**src/rtl/mmio_timer.sv**
```systemverilog
// Memory-mapped countdown timer with a prescaler, auto-reload and a level IRQ.
// Ports: clk, reset (async active-low), mem_cmd/mem_addr/write_data in; rd_data, rd_en, irq, running out.
module mmio_timer #(
  parameter logic [8:0]  BASE     = 9'h180,
  parameter logic [15:0] PRESCALE = 16'd50000
) (
  input  logic        clk,
  input  logic        reset,
  input  logic [1:0]  mem_cmd,
  input  logic [8:0]  mem_addr,
  input  logic [15:0] write_data,
  output logic [15:0] rd_data,
  output logic        rd_en,
  output logic        irq,
  output logic        running
);

  typedef enum logic [1:0] {
    IDLE = 2'd0,
    RUN  = 2'd1,
    DONE = 2'd2
  } state_t;

  localparam logic [1:0]  CMD_WR = 2'b01;
  localparam logic [1:0]  CMD_RD = 2'b10;
  localparam logic [15:0] PS_MAX = PRESCALE - 16'd1;

  state_t      state;
  state_t      state_n;
  logic [2:0]  ctrl;
  logic [15:0] load;
  logic [15:0] count;
  logic [15:0] count_n;
  logic [15:0] presc;
  logic [15:0] presc_n;
  logic        exp_flag;
  logic        exp_n;
  logic [15:0] rdata;

  logic       hit;
  logic [1:0] offset;
  logic       is_wr;
  logic       is_rd;
  logic       wr_ctrl;
  logic       wr_load;
  logic       wr_stat;
  logic       tick;
  logic       expire;
  logic       stop;

  assign hit    = (mem_addr[8:2] == BASE[8:2]);
  assign offset = mem_addr[1:0];
  assign is_wr  = (mem_cmd == CMD_WR) && hit;
  assign is_rd  = (mem_cmd == CMD_RD) && hit;

  assign wr_ctrl = is_wr && (offset == 2'd0);
  assign wr_load = is_wr && (offset == 2'd1);
  assign wr_stat = is_wr && (offset == 2'd3);

  assign tick   = (state == RUN) && (presc == PS_MAX);
  assign expire = tick && (count == 16'd0);
  // Disabling in RUN takes priority over a tick on the same edge.
  assign stop   = (state == RUN) && wr_ctrl && !write_data[0];

  assign rd_en   = is_rd;
  assign irq     = exp_flag && ctrl[2];
  assign running = (state == RUN);

  always_comb begin
    state_n = state;
    unique case (state)
      IDLE: begin
        if (wr_ctrl && write_data[0])
          state_n = RUN;
      end
      RUN: begin
        if (stop)
          state_n = IDLE;
        else if (expire && !ctrl[1])
          state_n = DONE;
      end
      DONE: begin
        if (wr_ctrl && !write_data[0])
          state_n = IDLE;
        else if (wr_load && ctrl[0])
          state_n = RUN;
      end
      default: state_n = IDLE;
    endcase
  end

  // Prescaler only advances while staying in RUN;
  // any entry to or exit from RUN restarts it at zero.
  always_comb begin
    presc_n = 16'd0;
    if (state == RUN && state_n == RUN)
      presc_n = tick ? 16'd0 : presc + 16'd1;
  end

  always_comb begin
    count_n = count;
    if (wr_load && state != RUN) begin
      count_n = write_data;
    end else if (tick && !stop) begin
      if (count != 16'd0)
        count_n = count - 16'd1;
      else if (ctrl[1])
        count_n = load;
    end
  end

  // Expiry is applied after the clear so it wins a same-edge collision.
  always_comb begin
    exp_n = exp_flag;
    if (wr_stat && write_data[0])
      exp_n = 1'b0;
    if (expire && !stop)
      exp_n = 1'b1;
  end

  always_comb begin
    rdata = 16'h0000;
    unique case (1'b1)
      offset == 2'd0: rdata = {13'd0, ctrl};
      offset == 2'd1: rdata = load;
      offset == 2'd2: rdata = count;
      offset == 2'd3: rdata = {15'd0, exp_flag};
      default:        rdata = 16'h0000;
    endcase
  end

  always_ff @(posedge clk or negedge reset) begin
    if (!reset) begin
      state    <= IDLE;
      ctrl     <= 3'd0;
      load     <= 16'd0;
      count    <= 16'd0;
      presc    <= 16'd0;
      exp_flag <= 1'b0;
      rd_data  <= 16'h0000;
    end else begin
      state    <= state_n;
      presc    <= presc_n;
      count    <= count_n;
      exp_flag <= exp_n;
      if (wr_ctrl)
        ctrl <= write_data[2:0];
      if (wr_load)
        load <= write_data;
      if (is_rd)
        rd_data <= rdata;
    end
  end

endmodule

```
**config.mk**
```make
export PLATFORM = sky130hd
export DESIGN_NAME = mmio_timer
export DESIGN_NICKNAME = d
export VERILOG_FILES = /design/src/rtl/mmio_timer.sv
export SDC_FILE = /design/constraint.sdc
export NUM_CORES = 1
export LEC_CHECK = 0
export BUFFER_PORTS_ARGS = -buffer_cell sky130_fd_sc_hd__clkbuf_2
export CAP_MARGIN = 20
export CORE_MARGIN = 5
export CORE_UTILIZATION = 52
export DETAILED_ROUTE_END_ITERATION = 10
export GPL_TIMING_DRIVEN = 0
export PLACE_DENSITY = 0.79
export SYNTH_ARGS = -nofsm -noshare
export SYNTH_HDL_FRONTEND = slang
export SYNTH_SLANG_ARGS = --single-unit
export TNS_END_PERCENT = 1
```
**constraint.sdc**
```tcl
create_clock -name clk -period 2.3 [get_ports clk]
set_input_delay 0.23 -clock clk [delete_from_list [all_inputs] [get_ports clk]]
set_output_delay 0.23 -clock clk [all_outputs]
set_load 0.01 [all_outputs]
```
==> impl_metrics.tcl <==
set metrics [dict create \
    final_common_cell "dfrtp_1" \
    via_count 3311 \
    first_global_vias 3234 \
    startpoint_type "register" \
    numCtsBuffers 9 \
    cp_top_family "simple AND/OR/NAND/NOR gates" \
    die_w_um 94.8 \
    crit_arrival_ps 2740 \
    core_area_um2 7140 \
    critPathSlowestCell "or4_4" \
    postSynthAreaPerCell_um2 9.75 \
    timing.critical_path.buf_inv 2 \
    rsz0062_at_grt "yes" \
    clk_pin_slew_ps 80 \
    final_max_slew_viol_count 0 \
    critPathCaptureType "register" \
    htreeDepth 3 \
    cts_tree "done" \
    crit_chain "inv_2 > ha_4 > or4b_4 > or4_4 > buf_4 > or4_1 > a31oi_1" \
    gp_congestion 0.913 \
    cts.sinks 70 \
    grt_pass1_wl_um 15500 \
    ant_nets 0 \
    dpl_worst_slack_ps -388 \
    final.setup.worst_slack_ps -173 \
    die_h_um 94.8 \
    tightest_slew_ps 652 \
    synth_ff_type "dfrtp_1" \
    yosysSeqAreaShare 0.468 \
    synth_top_area_cell "dfrtp_1" \
    max-cap-violations 0 \
    grt_max_degree 42 \
    drive_gt1_frac 0.274 \
    num_antenna_cells 0 \
    ioPinCount 48 \
    antenna_found_initial 0 \
    slew_headroom 0.565 \
    place_hpwl_um 6650 \
    synthesis.area_um2 3740 \
    clockBufferDepth 2 \
    cp_max_fo 3 \
    cts_root_buf "clkbuf_8" \
    async_flop_share 1.00 \
    ir_drop_v 0.000432 \
    wl_per_cell_um 16.6 \
    critical-path-max-stage-delay_ps 490 \
    io_buffers 45 \
    area_growth_pct 20.1 \
    ys_seq_elements 70 \
    die-area_um2 8990 \
    routed_wl_um 9190 \
    syn_nets 415 \
    finalSetupViolCount 9 \
    yosysWarnings 0 \
    dr.pass1.iters 5 \
    timing.final.crit_share 1.08 \
    power_density_nw_per_um2 641 \
    drt_iter0_drc 233 \
    synthCells 384 \
    synth_top_area_share 0.468 \
    final_util 0.630 \
    fmax_ghz 0.404 \
    rows 31 \
    critPathRequiredTime_ps 2570 \
    fin_hold_ws_ps 113 \
    synth_area_leaders "dfrtp_1 47%, mux2_2 6.0%, nor2_1 3.7%" \
    final_cell_mix "69 x dfrtp_1, 46 x clkbuf_2, 36 x nor2_1" \
    nets 480 \
    fin_skew_ps 7.79 \
    violations "setup timing" \
    hold_viol_final 0 \
    leakagePower_nw 2.00 \
    gr-total-overflow 0 \
    ys_types 53 \
    insertion_delay_ps 350 \
    fin_crit_ps 2470 \
    synth_edf_count 0 \
    critPathKind "register to register" \
    start_util 0.524 \
    status "finished, violations left" \
    post-route-drc-count 0 \
    grt.total_usage 0.223 \
    via_per_inst 6.00 \
    hold_class "input port to register" \
]
state kept, by name (all words and copies together) (netlist names):
signal and count:
count 16, ctrl 3, exp_flag 1, load 16
presc 16, rd_data 16, state 2
what timing repair did:
action / CTS / global route
buffers inserted: 7 / 0
setup endpoints to repair: 30 / 30
endpoints found under the hold margin: 29 / 0
pin swaps: 6 / 3
hold buffers: 1 / 0
gates resized for setup: 17 / 17
power breakdown:
part           total, mW  switching (mW)  internal (mW)
Sequential          1.31          0.0402           1.27
Combinational      0.500           0.301          0.200
Clock               1.07           0.466          0.602
synthesized netlist by cell type, drive strengths merged (3+ instances only):
library cell	number
a21oi	12
and4	3
a22oi	13
and3	6
nand2b	4
a211oi	4
nand3	17
nand2	33
o21ai	26
or4	8
clkbuf	17
nor4	6
o41ai	3
nor2	37
o211ai	8
a211o	4
mux2	20
nor4b	4
dfrtp	70
xnor2	12
nand4	6
and2	4
or4b	4
or3	5
inv	9
nor3	9
xor2	5
or2	4
a31oi	6
tightest hold or removal path: stages:
cell      delay (ps)
clkbuf_2          90
nand2_1           60
nand3_2           50
logic make-up after synthesis:
logic type,Yosys count,synth area share
simple gates,160,0.232
compound gates,84,0.152
flops,70,0.468
buf+inv,28,0.0301
mux,23,0.0715
xor+xnor,17,0.0398
fa+ha+maj,2,0.00669
layout make-up:
type                       count  area [um^2]
timing repair buffer          54          310
multi-input combinational    286         1980
clock buffer                   9          124
buffer                        19         86.3
inverter                       9         33.8
sequential                    70         1750
tap                           99          124
fill                         602         2640
clock inverter                 6         87.6
path summary, 6_finish.rpt:
path / endpoint / startpoint / slack, ps / cells after the start
min in group asynchronous: rd_data[15] / reset / 370 / 2
hold reg to reg: presc[0] / presc[0] / 460 / 1
setup reg to reg: count[12] / count[0] / -170 / 7
setup / recovery: count[12] / count[0] / -170 / 7
hold / removal: count[5] / write_data[5] / 110 / 3
max in group asynchronous: load[9] / reset / 1360 / 3
metrics by stage:
stage	power (mW)	std cells	cell area, um^2	setup TNS [ps]
after floorplan	1.62	384	3740	-759
after global placement	1.76	528	4090	-5180
after detailed placement	1.78	529	4120	-6670
after CTS	2.87	552	4450	-551
after global routing	3.01	552	4490	-1730
final	2.88	552	4490	-609
layer usage:
metal / global-route usage / vias to the layer above / part of all wire / wire (um)
li1: - / 1561 / - / -
met1: 0.287 / 1590 / 0.42 / 3890
met2: 0.366 / 136 / 0.48 / 4460
met3: 0.0390 / 24 / 0.071 / 652
met4: 0.105 / 0 / 0.021 / 192
met5: 0 / - / 0 / 0
Power figures use the tool's default switching activity.
